--- src/rtl/calc_pkg.sv ---
// rtl/calc_pkg.sv - shared number, shift and scroll-state types for the calculator display path
package calc_pkg;

  localparam int NumDigits = 4;

  typedef logic [4*NumDigits-1:0] num_t;
  typedef logic [2:0]             shift_t;

  typedef enum logic [1:0] {
    IDLE,
    DWELL_START,
    STEP,
    DWELL_END
  } scroll_state_e;

endpackage

--- src/rtl/screen_scroll_ctrl_step_timer.sv ---
// rtl/screen_scroll_ctrl_step_timer.sv - modulo-StepCycles counter with clear, ticking on the last count
module step_timer #(
  parameter int unsigned StepCycles = 12_500_000
) (
  input  logic clk_i,
  input  logic rst_ni,
  input  logic clear_i,
  output logic tick_o
);

  localparam int unsigned CntW = (StepCycles > 1) ? $clog2(StepCycles) : 1;
  localparam logic [CntW-1:0] LastCnt = CntW'(StepCycles - 1);

  logic [CntW-1:0] cnt_q, cnt_d;

  assign tick_o = (cnt_q == LastCnt);

  always_comb begin
    cnt_d = cnt_q + CntW'(1);
    if (clear_i || tick_o) begin
      cnt_d = '0;
    end
  end

  always_ff @(posedge clk_i or negedge rst_ni) begin
    if (!rst_ni) begin
      cnt_q <= '0;
    end else begin
      cnt_q <= cnt_d;
    end
  end

endmodule

--- src/rtl/screen_scroll_ctrl.sv ---
// rtl/screen_scroll_ctrl.sv - latches the displayed number, drives scroll shift override and blink blanking
module screen_scroll_ctrl
  import calc_pkg::*;
#(
  parameter int unsigned StepCycles = 12_500_000,
  parameter int unsigned DwellSteps = 2,
  parameter shift_t      MaxShift   = 3'd7
) (
  input  logic   clk_i,
  input  logic   rst_ni,
  input  num_t   num_i,
  input  logic   num_valid_i,
  input  logic   scroll_en_i,
  input  logic   blink_i,
  output num_t   num_o,
  output logic   override_shift_amount_o,
  output logic   [2:0] new_shift_amount_o,
  output logic   blank_o
);

  localparam int unsigned DwellW = (DwellSteps > 1) ? $clog2(DwellSteps) : 1;
  localparam logic [DwellW-1:0] LastDwell = DwellW'(DwellSteps - 1);

  scroll_state_e     state_q, state_d;
  num_t              num_q, num_d;
  shift_t            shift_q, shift_d, shift_inc;
  logic              override_q, override_d;
  logic [DwellW-1:0] dwell_q, dwell_d;
  logic              blank_q, blank_d;
  logic              scroll_clr, scroll_tick, blink_tick;

  step_timer #(.StepCycles(StepCycles)) u_scroll_timer (
    .clk_i   (clk_i),
    .rst_ni  (rst_ni),
    .clear_i (scroll_clr),
    .tick_o  (scroll_tick)
  );

  step_timer #(.StepCycles(StepCycles)) u_blink_timer (
    .clk_i   (clk_i),
    .rst_ni  (rst_ni),
    .clear_i (~blink_i),
    .tick_o  (blink_tick)
  );

  assign shift_inc = shift_q + 3'd1;

  // Priority in scroll states: scroll_en drop, then reload restart, then step event.
  always_comb begin
    state_d    = state_q;
    shift_d    = shift_q;
    override_d = override_q;
    dwell_d    = dwell_q;
    scroll_clr = 1'b0;
    num_d      = num_valid_i ? num_i : num_q;

    if (state_q == IDLE || !scroll_en_i || num_valid_i) begin
      shift_d    = '0;
      dwell_d    = '0;
      scroll_clr = 1'b1;
      override_d = scroll_en_i;
      state_d    = scroll_en_i ? DWELL_START : IDLE;
    end else if (scroll_tick) begin
      unique case (state_q)
        DWELL_START: begin
          if (dwell_q == LastDwell) begin
            dwell_d = '0;
            shift_d = shift_inc;
            state_d = (shift_inc == MaxShift) ? DWELL_END : STEP;
          end else begin
            dwell_d = dwell_q + DwellW'(1);
          end
        end
        STEP: begin
          shift_d = shift_inc;
          if (shift_inc == MaxShift) begin
            state_d = DWELL_END;
          end
        end
        DWELL_END: begin
          if (dwell_q == LastDwell) begin
            dwell_d = '0;
            shift_d = '0;
            state_d = DWELL_START;
          end else begin
            dwell_d = dwell_q + DwellW'(1);
          end
        end
        default: state_d = IDLE;
      endcase
    end
  end

  always_comb begin
    blank_d = blank_q;
    if (!blink_i) begin
      blank_d = 1'b0;
    end else if (blink_tick) begin
      blank_d = ~blank_q;
    end
  end

  always_ff @(posedge clk_i or negedge rst_ni) begin
    if (!rst_ni) begin
      state_q    <= IDLE;
      num_q      <= '0;
      shift_q    <= '0;
      override_q <= 1'b0;
      dwell_q    <= '0;
      blank_q    <= 1'b0;
    end else begin
      state_q    <= state_d;
      num_q      <= num_d;
      shift_q    <= shift_d;
      override_q <= override_d;
      dwell_q    <= dwell_d;
      blank_q    <= blank_d;
    end
  end

  assign num_o                   = num_q;
  assign override_shift_amount_o = override_q;
  assign new_shift_amount_o      = shift_q;
  assign blank_o                 = blank_q & blink_i;

endmodule

--- config.mk ---
export PLATFORM = sky130hd
export DESIGN_NAME = screen_scroll_ctrl
export DESIGN_NICKNAME = d
export VERILOG_FILES = /design/src/rtl/calc_pkg.sv /design/src/rtl/screen_scroll_ctrl_step_timer.sv /design/src/rtl/screen_scroll_ctrl.sv
export SDC_FILE = /design/constraint.sdc
export NUM_CORES = 1
export LEC_CHECK = 0
export CELL_PAD_IN_SITES_DETAIL_PLACEMENT = 0
export CELL_PAD_IN_SITES_GLOBAL_PLACEMENT = 1
export CORE_MARGIN = 4
export CORE_UTILIZATION = 50
export DETAILED_ROUTE_END_ITERATION = 8
export DONT_BUFFER_PORTS = 1
export PLACE_DENSITY = 0.79
export SETUP_SLACK_MARGIN = 0.4
export SYNTH_ARGS = -nofsm -noshare
export SYNTH_HDL_FRONTEND = slang
export SYNTH_HIERARCHICAL = 1
export SYNTH_SLANG_ARGS = --single-unit
--- constraint.sdc ---
create_clock -name clk_i -period 6.25 [get_ports clk_i]
set_input_delay 1.25 -clock clk_i [delete_from_list [all_inputs] [get_ports clk_i]]
set_output_delay 1.25 -clock clk_i [all_outputs]
set_load 0.005 [all_outputs]
Yosys cells after proc, flatten, opt, wreduce, memory -nomap -nowiden
Index checks and enable logic that the tools add are counted. W data, S select, Z words.

Register bits after elaboration: 72. Output and inout bits: 21.

Mux-type cells: 22. $add $sub $neg: 4. Bitwise logic cells: 3. Reductions and logical operators: 13. Equal/unequal tests: 10.

Operators by type and width (number): $add A24 B1 Y24 const B (2); $eq A24 B24 Y1 const B (2); $mux W24 (2); $mux W3 (4); $mux W2 (5); $mux W1 (9); $ne A3 B3 Y1 const B (3); $pmux W3 S3 (1); $reduce_and A4 Y1 (2); $pmux W2 S3 (1); $eq A2 B2 Y1 const B (2); $logic_or A1 B1 Y1 (4); $reduce_bool A2 Y1 (2); $reduce_bool A4 Y1 (1); $add A3 B1 Y3 const B (1); $eq A3 B3 Y1 const B (1); $eq A2 B1 Y1 const B (1); $logic_not A2 Y1 (1); $ne A2 B1 Y1 const B (1); $not A1 Y1 (2); $reduce_and A2 Y1 (1); $reduce_or A2 Y1 (1); $add A1 B1 Y1 const B (1); $and A1 B1 Y1 (1); $logic_not A1 Y1 (1).

Logic depth before layout (Yosys ltp)
Gate-level depths: netlist (run 1).

Depth in word-level cells: 7. Depth in mapped cells: 8. Mapped depth without buffers: 7.

By module
The synthesis (run 1) kept the hierarchy.

Modules (own cells, without submodules): step_timer (area an instance 1308.8 um2, times used 2, cells an instance 137); screen_scroll_ctrl (area an instance 1127.3 um2, times used 1, cells an instance 84).

Worst setup path after synthesis (run 1)
Ideal clock, no wire load.

Kind: in2out. From: input blink_i. To: output blank_o. Slack: 3.625 ns. Stages: 1. Data required time: 5.000 ns. Data arrival time: 1.375 ns. Buffers on the path: 0. Cells stage by stage: and2_1.

Cells in the longest elaborated chain, start to end: 1.

Ends and longest elaborated chain: start, declared (line screen_scroll_ctrl.sv:14) `input logic blink_i,`; $and A1 B1 Y1 (line screen_scroll_ctrl.sv:124) `assign blank_o = blank_q & blink_i;`; end, declared (line screen_scroll_ctrl.sv:18) `output logic blank_o`.

No other way between the ends.

Final worst setup path (run 1)
Ends and elaborated chain as after synthesis.

==> summary.json, run 1 <==
{
  "outcome": "finished, final reports clean",
  "grt_start_max_net_pins": 73,
  "drcViolationCount": 0,
  "cp.arrival_ns": 1.38,
  "sequentialPowerShare": 0.552,
  "cts-resized-gates": 0,
  "synth-async-reset-ratio": 1.000,
  "rsz0062_at_grt": "no",
  "synth_seq_cells": 72,
  "sw_frac_of_total": 0.2348,
  "postSynthNetCount": 388,
  "post_cts_hold_buffer_count": 0,
  "min_period_ns": 2.629,
  "share_comb_of_total_power": 0.039,
  "fmax_ghz": 0.3803,
  "critical_path_peak_fanout": 2,
  "grt_antenna_before_repair": 0,
  "cpLargestDelayFamily": "simple AND/OR/NAND/NOR gates",
  "drt_pre_antenna_iters": 4,
  "detailedPlacementHpwl_microns": 5157,
  "final-max-slew-violation-count": 0,
  "wl_microns": 7275,
  "ys_dominant_reg_cell": "sky130_fd_sc_hd__dfrtp_1",
  "ports_placed_on_the_boundary": 42,
  "grt_pass1_vias": 2609,
  "syn-mean-instance-area_sq_um": 10.46,
  "cts_max_level": 3,
  "clock_power_share": 0.410,
  "insertedDiodeCount": 0,
  "postLayoutCoreUtil": 0.5520,
  "setup_tns_ns": 0,
  "max_cap_viol_count": 0,
  "worst_path_max_delay_cell": "sky130_fd_sc_hd__and2_1",
  "core.rowCount": 31,
  "synth_enable_flop_cells": 0,
  "crit_path_end_kind": "output port",
  "chipHeight_microns": 94.54,
  "post_drt_wl_per_cell_microns": 15.71,
  "finalHoldViolCount": 0,
  "critical_path.cell_chain": "and2_1",
  "synth_cell_type_count": 42,
  "via_count": 2625,
  "final_weighted_congestion_of_routability_driven_global_placement": 0.7768,
  "syn-instance-count": 358,
  "grt_first_pass_wirelength_microns": 12690,
  "cts.path.max_buffers": 2,
  "mappedNetlistArea_sq_um": 3745,
  "postCtsSetupRepairBufs": 0,
  "die_area_sq_um": 8938,
  "max_slew_margin": 0.4004,
  "startpoint_type": "primary input",
  "initial_utilization": 0.5163,
  "core-area_sq_um": 7253,
  "cts-buffers-inserted": 9,
  "drt.antenna.violating_nets": 0,
  "clock_latency_ns": 0.34,
  "max_slew.worst_pin.slew_ns": 0.8992,
  "post-route-cell-area_sq_um": 4004,
  "cts.root.buffer_cell": "sky130_fd_sc_hd__clkbuf_8",
  "area_growth_pct": 6.916,
  "cts.reportedPaths.clkPinSlew_ns": 0.08,
  "required_ns": 5.00,
  "setup_violations": 0,
  "register_to_register_path_setup_slack_ns": 3.77,
  "chipWidth_microns": 94.54,
  "final_min_period_over_clock_period": 0.4207,
  "finalNetCount": 389,
  "power_leakage_nw": 1.574,
  "tritoncts_clock_tree": "done",
  "power_switching_uw": 209.6,
  "pwrdens_nw_per_um2": 223.0,
  "ys_seq_area_frac": 0.4811,
  "vdd_drop_max_v": 0.0001349,
  "worst_clock_skew_ns": 0.009768,
  "worst-path-buf-inv": 0,
  "min-delay-path-class": "flop to flop",
  "route.detailed.vias_per_inst": 5.670,
  "gr-total-overflow": 0,
  "yosysWarnings": 6,
  "drtIter0Drc": 109,
  "dpl_cell_area_sq_um": 3807,
  "intPower_uw": 683.3,
  "timing_worst_setup_path_type": "primary input to output port",
  "port_buffers": 0,
  "global_route.usage.total": 0.1817,
  "fraction_of_final_layout_cells_sized_beyond_drive_strength_1": 0.1456,
  "critical_path.max_stage_delay_ns": 0.13,
  "cts_sink_cnt": 72
}
-- layout make-up --
cell class	instances	area (sq um)
clock buffers	10	127.6
clock inverters	6	68.82
fillers	643	3249
inverters	15	56.30
multi-input cells	261	1826
flip-flops and latches	72	1802
well taps	99	123.9
-- sequential cells by signal (all words and copies together) (netlist names) --
signal	cells
blank_q	1
dwell_q	1
new_shift_amount_o	3
num_o	16
override_shift_amount_o	1
state_q	2
u_blink_timer/cnt_q	24
u_scroll_timer/cnt_q	24
-- cells by family (layout without fill, tap and decap cells) --
logic type / Yosys count / in the layout / synth area share
and+or+nand+nor: 157 / 157 / 0.2479
DFF: 72 / 72 / 0.4811
AOI/OAI and AO/OA: 42 / 42 / 0.06983
xor gates and xnor gates: 31 / 31 / 0.07250
buffers and inverters: 25 / 31 / 0.03341
muxes: 22 / 22 / 0.06515
adders and majority gates: 9 / 9 / 0.03007
-- cells in the final DEF, fill, tap and decap left out, drive strengths merged, types with 2 or more instances in the layout --
master  instances
nor3            6
ha              9
dfrtp          72
o21ai           9
mux2i           3
and2            3
or4            12
inv            16
nor2           42
nor4b           4
and3            2
or3             6
nor4bb          2
xor2           12
and4            6
nor3b           3
a21oi          15
xnor2          19
nand3b          2
nand4          20
o31ai          11
nand3          16
nor4           10
clkinv          3
nand2          16
mux2           19
or2             6
clkbuf         10
o311ai          2
-- power groups by stage --
stage / Clock [mW] / Combinational, mW / Sequential, mW
floorplan: 0 / 0.0318 / 0.499
global placement: 0 / 0.0336 / 0.502
detailed placement: 0 / 0.0348 / 0.502
CTS: 0.378 / 0.0350 / 0.493
global route: 0.400 / 0.0387 / 0.495
finish: 0.366 / 0.0344 / 0.493
-- Yosys cell counts, types with 3 or more instances --
cell type,instances,area [sq um]
sky130_fd_sc_hd__nand4_1,18,112.6
sky130_fd_sc_hd__or4_1,12,90.09
sky130_fd_sc_hd__dfrtp_1,72,1802
sky130_fd_sc_hd__nor3_1,6,30.03
sky130_fd_sc_hd__or2_2,6,37.54
sky130_fd_sc_hd__ha_1,9,112.6
sky130_fd_sc_hd__xor2_1,12,105.1
sky130_fd_sc_hd__nor4_1,10,62.56
sky130_fd_sc_hd__and4_1,4,35.03
sky130_fd_sc_hd__nand3_1,14,70.07
sky130_fd_sc_hd__a21oi_1,15,75.07
sky130_fd_sc_hd__o31ai_1,11,82.58
sky130_fd_sc_hd__mux2_2,19,214.0
sky130_fd_sc_hd__nor2_1,42,157.7
sky130_fd_sc_hd__xnor2_1,19,166.4
sky130_fd_sc_hd__buf_2,7,35.03
sky130_fd_sc_hd__and2_1,3,18.77
sky130_fd_sc_hd__o21ai_0,8,40.04
sky130_fd_sc_hd__buf_6,3,33.78
sky130_fd_sc_hd__mux2i_1,3,30.03
sky130_fd_sc_hd__inv_1,14,52.55
sky130_fd_sc_hd__or3_1,4,25.02
sky130_fd_sc_hd__nand2_1,16,60.06
sky130_fd_sc_hd__nor4b_1,4,35.03
-- layer usage --
| layer | share of wire | vias up | track usage | routed length [microns] |
|---|---|---|---|---|
| met5 | 0 | - | 0 | 0 |
| met4 | 0.018 | 0 | 0.07692 | 133 |
| met3 | 0.029 | 10 | 0.03984 | 208 |
| met2 | 0.50 | 29 | 0.2996 | 3663 |
| met1 | 0.45 | 1282 | 0.2309 | 3269 |
| li1 | - | 1304 | - | - |
-- path summary, 6_finish.rpt --
kind	start	end	depth (start not counted)
worst max register to register	u_scroll_timer/cnt_q[15]	state_q[0]	6
max in group asynchronous	rst_ni	u_blink_timer/cnt_q[10]	0
worst min register to register	override_shift_amount_o	override_shift_amount_o	2
worst min-delay path	override_shift_amount_o	override_shift_amount_o	2
min in group asynchronous	rst_ni	override_shift_amount_o	0
worst max-delay path	blink_i	blank_o	1
-- through the flow --
stage                     worst slack, ns  total power [mW]  hold slack (ns)  cells
final                               3.621            0.8929           0.5330    463
after global routing                3.495            0.9328           0.5593    463
after CTS                           3.619            0.9063           0.5411    463
after detailed placement            3.620            0.5372           0.5182    447
after global placement              3.618            0.5355           0.5011    447
after floorplan                     3.625            0.5304           0.4699    358
(Power assumes the default switching activity.)
==> inputs of run 2 (changes only) <==
--- a/config.mk
+++ b/config.mk
@@ -8,10 +8,10 @@
 export CELL_PAD_IN_SITES_DETAIL_PLACEMENT = 0
 export CELL_PAD_IN_SITES_GLOBAL_PLACEMENT = 1
 export CORE_MARGIN = 4
-export CORE_UTILIZATION = 50
+export CORE_UTILIZATION = 45
 export DETAILED_ROUTE_END_ITERATION = 8
 export DONT_BUFFER_PORTS = 1
-export PLACE_DENSITY = 0.79
+export PLACE_DENSITY = 0.75
 export SETUP_SLACK_MARGIN = 0.4
 export SYNTH_ARGS = -nofsm -noshare
 export SYNTH_HDL_FRONTEND = slang
==> constraint.sdc (replaced) <==
create_clock -name clk_i -period 2.4 [get_ports clk_i]
set_input_delay 0.48 -clock clk_i [delete_from_list [all_inputs] [get_ports clk_i]]
set_output_delay 0.48 -clock clk_i [all_outputs]
set_load 0.005 [all_outputs]
==> run 2 against run 1 <==
The flow now finishes with violations (hold timing). Design area is 6.0% higher. First-iteration DRC count grew 1.8%. Largest cell class unchanged. Via count rose by 3.9%. Global-route usage decreased by 1.7 points.
==> summary.json, run 2 (same netlist as run 1, synthesis figures left out) <==
{
  "outcome": {"value": "finished, violations left", "change": "was finished, final reports clean"},
  "failed_checks": "hold timing",
  "setup.worst_path.start": {"value": "u_scroll_timer/cnt_q[11]", "change": "was blink_i"},
  "worst_setup_path_endpoint": {"value": "u_scroll_timer/cnt_q[22]", "change": "was blank_o"},
  "power_leakage": {"value": 1.678, "unit": "nW", "change": "was 1.574 nW"},
  "via_count": {"value": 2728, "change": "was 2625"},
  "clock_latency": {"value": 0.34, "unit": "ns", "change": "about the same"},
  "drtIter0Drc": {"value": 111, "change": "was 109"},
  "worst_clock_skew": {"value": 0.004945, "unit": "ns", "change": "was 0.009768 ns"},
  "path_depth": {"value": 4, "change": "was 1"},
  "dp_cell_count": {"value": 459, "change": "was 447"},
  "area_growth": {"value": 13.33, "unit": "%", "change": "was 6.916%"},
  "max_slew_margin": {"value": 0.6086, "change": "was 0.4004"},
  "setup_violations": {"value": 0, "change": "unchanged"},
  "final_min_period_over_clock_period": 0.8019,
  "sw_frac_of_total": {"value": 0.2177, "change": "was 0.2348"},
  "layout.area.seq": {"value": 1808, "unit": "sq um", "change": "was 1802 sq um"},
  "clock_power_share": {"value": 0.465, "change": "was 0.410"},
  "wl": {"value": 7695, "unit": "microns", "change": "was 7275 microns"},
  "worst_path_max_delay_cell": {"value": "sky130_fd_sc_hd__or4_4", "change": "was sky130_fd_sc_hd__and2_1"},
  "global_route.usage.total": {"value": 0.1647, "change": "was 0.1817"},
  "post_drt_wl_per_cell": {"value": 15.93, "unit": "microns", "change": "was 15.71 microns"},
  "initial_utilization": {"value": 0.4581, "change": "was 0.5163"},
  "core.rowCount": {"value": 33, "change": "was 31"},
  "ports_placed_on_the_boundary": {"value": 42, "change": "unchanged"},
  "startpoint_type": {"value": "flop", "change": "was primary input"},
  "gr-total-overflow": {"value": 0, "change": "unchanged"},
  "required": {"value": 2.67, "unit": "ns", "change": "was 5.00 ns"},
  "chipHeight": {"value": 99.23, "unit": "microns", "change": "was 94.54 microns"},
  "finalNonFillerCells": {"value": 483, "change": "was 463"},
  "cpLargestDelayFamily": {"value": "simple AND/OR/NAND/NOR gates", "change": "unchanged"},
  "drt.antenna.violating_nets": {"value": 0, "change": "unchanged"},
  "cts_sink_cnt": {"value": 72, "change": "unchanged"},
  "worstReg2RegStart": {"value": "u_scroll_timer/cnt_q[11]", "change": "was u_scroll_timer/cnt_q[15]"},
  "grt_antenna_before_repair": {"value": 0, "change": "unchanged"},
  "detailedPlacementHpwl": {"value": 5201, "unit": "microns", "change": "was 5157 microns"},
  "power": {"value": 2.592, "unit": "mW", "change": "was 892.9 uW"},
  "leading_cell_type_in_the_layout_fill_and_taps_excluded": {"value": "sky130_fd_sc_hd__dfrtp_1", "change": "unchanged"},
  "max_slew.worst_pin.slew": {"value": 0.5817, "unit": "ns", "change": "was 0.8992 ns"},
  "grt_start_max_net_pins": {"value": 73, "change": "unchanged"},
  "area_used_by_multi_input_combinational_logic": {"value": 1891, "unit": "sq um", "change": "was 1826 sq um"},
  "pwrdens": {"value": 610.8, "unit": "nW/um^2", "change": "was 223.0 nW/um^2"},
  "worst-path-buf-inv": {"value": 0, "change": "unchanged"},
  "tritoncts_clock_tree": {"value": "done", "change": "unchanged"},
  "port_buffers": {"value": 0, "change": "unchanged"},
  "rsz0062_at_grt": {"value": "yes", "change": "was no"},
  "cts.path.max_buffers": {"value": 2, "change": "unchanged"},
  "timing_worst_setup_path_type": {"value": "flop to flop", "change": "was primary input to output port"},
  "vdd_drop_max": {"value": 0.0002922, "unit": "V", "change": "was 0.0001349 V"},
  "grt_pass1_vias": {"value": 2775, "change": "was 2609"},
  "fmax_ghz": 0.5196,
  "critical_path_peak_fanout": {"value": 6, "change": "was 2"},
  "share_comb_of_total_power": {"value": 0.041, "change": "was 0.039"},
  "final_weighted_congestion_of_routability_driven_global_placement": {"value": 0.7905, "change": "was 0.7768"},
  "cts-buffers-inserted": {"value": 9, "change": "unchanged"},
  "finalHoldViolCount": {"value": 72, "change": "was 0"},
  "min-delay-path-class": {"value": "primary input to asynchronous set/reset pin", "change": "was flop to flop"},
  "cts.root.buffer_cell": {"value": "sky130_fd_sc_hd__clkbuf_8", "change": "unchanged"},
  "timing.reg2reg.worst_path_depth": {"value": 4, "change": "was 6"},
  "crit_path_end_kind": {"value": "flop", "change": "was output port"},
  "chipWidth": {"value": 99.23, "unit": "microns", "change": "was 94.54 microns"},
  "fraction_of_final_layout_cells_sized_beyond_drive_strength_1": {"value": 0.2143, "change": "was 0.1456"},
  "sequentialPowerShare": {"value": 0.494, "change": "was 0.552"},
  "crit-reg2reg-capture": {"value": "u_scroll_timer/cnt_q[22]", "change": "was state_q[0]"},
  "die_area": {"value": 9846, "unit": "sq um", "change": "was 8938 sq um"},
  "final-max-slew-violation-count": {"value": 0, "change": "unchanged"},
  "fillerInstances": {"value": 740, "change": "was 643"},
  "register_to_register_path_setup_slack": {"value": 0.48, "unit": "ns", "change": "was 3.77 ns"},
  "max_cap_viol_count": {"value": 0, "change": "unchanged"},
  "grt_first_pass_wirelength": {"value": 13160, "unit": "microns", "change": "was 12690 microns"},
  "route.detailed.vias_per_inst": {"value": 5.648, "change": "was 5.670"},
  "mostFrequentLayoutCells": {"value": "sky130_fd_sc_hd__dfrtp_1, sky130_fd_sc_hd__nor2_1, sky130_fd_sc_hd__mux2_2, sky130_fd_sc_hd__xnor2_1, sky130_fd_sc_hd__nand4_1", "change": "unchanged"},
  "hold_slack": {"value": -0.1747, "unit": "ns", "change": "was 0.5330 ns"},
  "intPower": {"value": 2.028, "unit": "mW", "change": "was 683.3 uW"},
  "drcViolationCount": {"value": 0, "change": "unchanged"},
  "drt_pre_antenna_iters": {"value": 4, "change": "unchanged"},
  "critical_path.cell_chain": {"value": "nand4_1 > or4_4 > or4_1 > a21oi_1", "change": "was and2_1"},
  "cts_max_level": {"value": 3, "change": "unchanged"},
  "cp.arrival": {"value": 2.19, "unit": "ns", "change": "was 1.38 ns"},
  "core-area": {"value": 8175, "unit": "sq um", "change": "was 7253 sq um"},
  "cts.reportedPaths.clkPinSlew": {"value": 0.08, "unit": "ns", "change": "about the same"},
  "min_period_ns": 1.925,
  "insertedDiodeCount": {"value": 0, "change": "unchanged"},
  "finalNetCount": {"value": 403, "change": "was 389"},
  "power_switching": {"value": 564.3, "unit": "uW", "change": "was 209.6 uW"},
  "setup_tns": {"value": 0, "unit": "ns", "change": "unchanged"},
  "critical_path.max_stage_delay": {"value": 0.60, "unit": "ns", "change": "was 0.13 ns"}
}
run 2: changes by cell type in the layout (fill, tap and decap cells not counted), moves of 2 or more:
cell                        before  now
sky130_fd_sc_hd__buf_4           0   14
sky130_fd_sc_hd__dfrtp_1        72   67
sky130_fd_sc_hd__dfrtp_2         0    5
sky130_fd_sc_hd__bufinv_16       1    3
sky130_fd_sc_hd__ha_1            9    7
sky130_fd_sc_hd__ha_4            0    2
sky130_fd_sc_hd__nand3_1        14   12
sky130_fd_sc_hd__nand3_2         2    4
sky130_fd_sc_hd__or4_1          12   10
sky130_fd_sc_hd__or4_4           0    2
run 2: metal layers:
layer | up-vias | part of all wire | global-route usage
li1 | 1338 | - | -
met2 | 42 | 0.53 | 0.2831
met3 | 4 | 0.028 | 0.04278
met5 | - | 0 | 0
met1 | 1344 | 0.44 | 0.2072
met4 | 0 | 0.0074 | 0.04097
run 2: worst register-to-register path: stages (launching register included):
cell and delay [ns]:
sky130_fd_sc_hd__dfrtp_1 0.45, sky130_fd_sc_hd__nand4_1 0.24, sky130_fd_sc_hd__or4_4 0.60, sky130_fd_sc_hd__or4_1 0.42, sky130_fd_sc_hd__a21oi_1 0.15
run 2: worst min path at each step:
stage                                    endpoint  slack (ns)
final                       new_shift_amount_o[2]       -0.17
after global routing                    num_o[12]       -0.21
after CTS                 u_blink_timer/cnt_q[22]       -0.20
after detailed placement    new_shift_amount_o[1]        0.19
after global placement      new_shift_amount_o[1]        0.19
after floorplan                           blank_q        0.18
run 2: stage by stage:
step	util	area, sq um	hold slack [ns]	worst slack, ns
CTS	0.5096	4167	-0.1951	0.4018
global placement	0.4731	3867	0.1861	0.2404
floorplan	-	3760	0.1844	0.4053
detailed placement	0.4731	3867	0.1861	0.2524
finish	0.5191	4244	-0.1747	0.4754
global route	0.5191	4244	-0.2106	0.3062
run 2: layout make-up:
| type | instances | share of cell area |
|---|---|---|
| clock inverters | 6 | 0.02712 |
| clock buffers | 10 | 0.03243 |
| flip-flops and latches | 72 | 0.4260 |
| well taps | 105 | 0.03096 |
| multi-input cells | 261 | 0.4455 |
| inverters | 15 | 0.01327 |
| repair buffers | 14 | 0.02476 |
run 2: what timing repair did:
action,4_1_cts,5_1_grt
gates resized for setup,3,14
pin swaps,1,2
setup buffers,5,3
endpoints found under the hold margin,72,72
endpoints found under the setup margin,4,22
run 2: power by group through the flow:
stage | Combinational, mW | Sequential [mW] | Clock [mW]
6_report | 0.107 | 1.28 | 1.21
4_1_cts | 0.105 | 1.28 | 1.24
5_1_grt | 0.119 | 1.28 | 1.30
3_5_place_dp | 0.0942 | 1.31 | 0
3_3_place_gp | 0.0910 | 1.31 | 0
2_1_floorplan | 0.0828 | 1.30 | 0
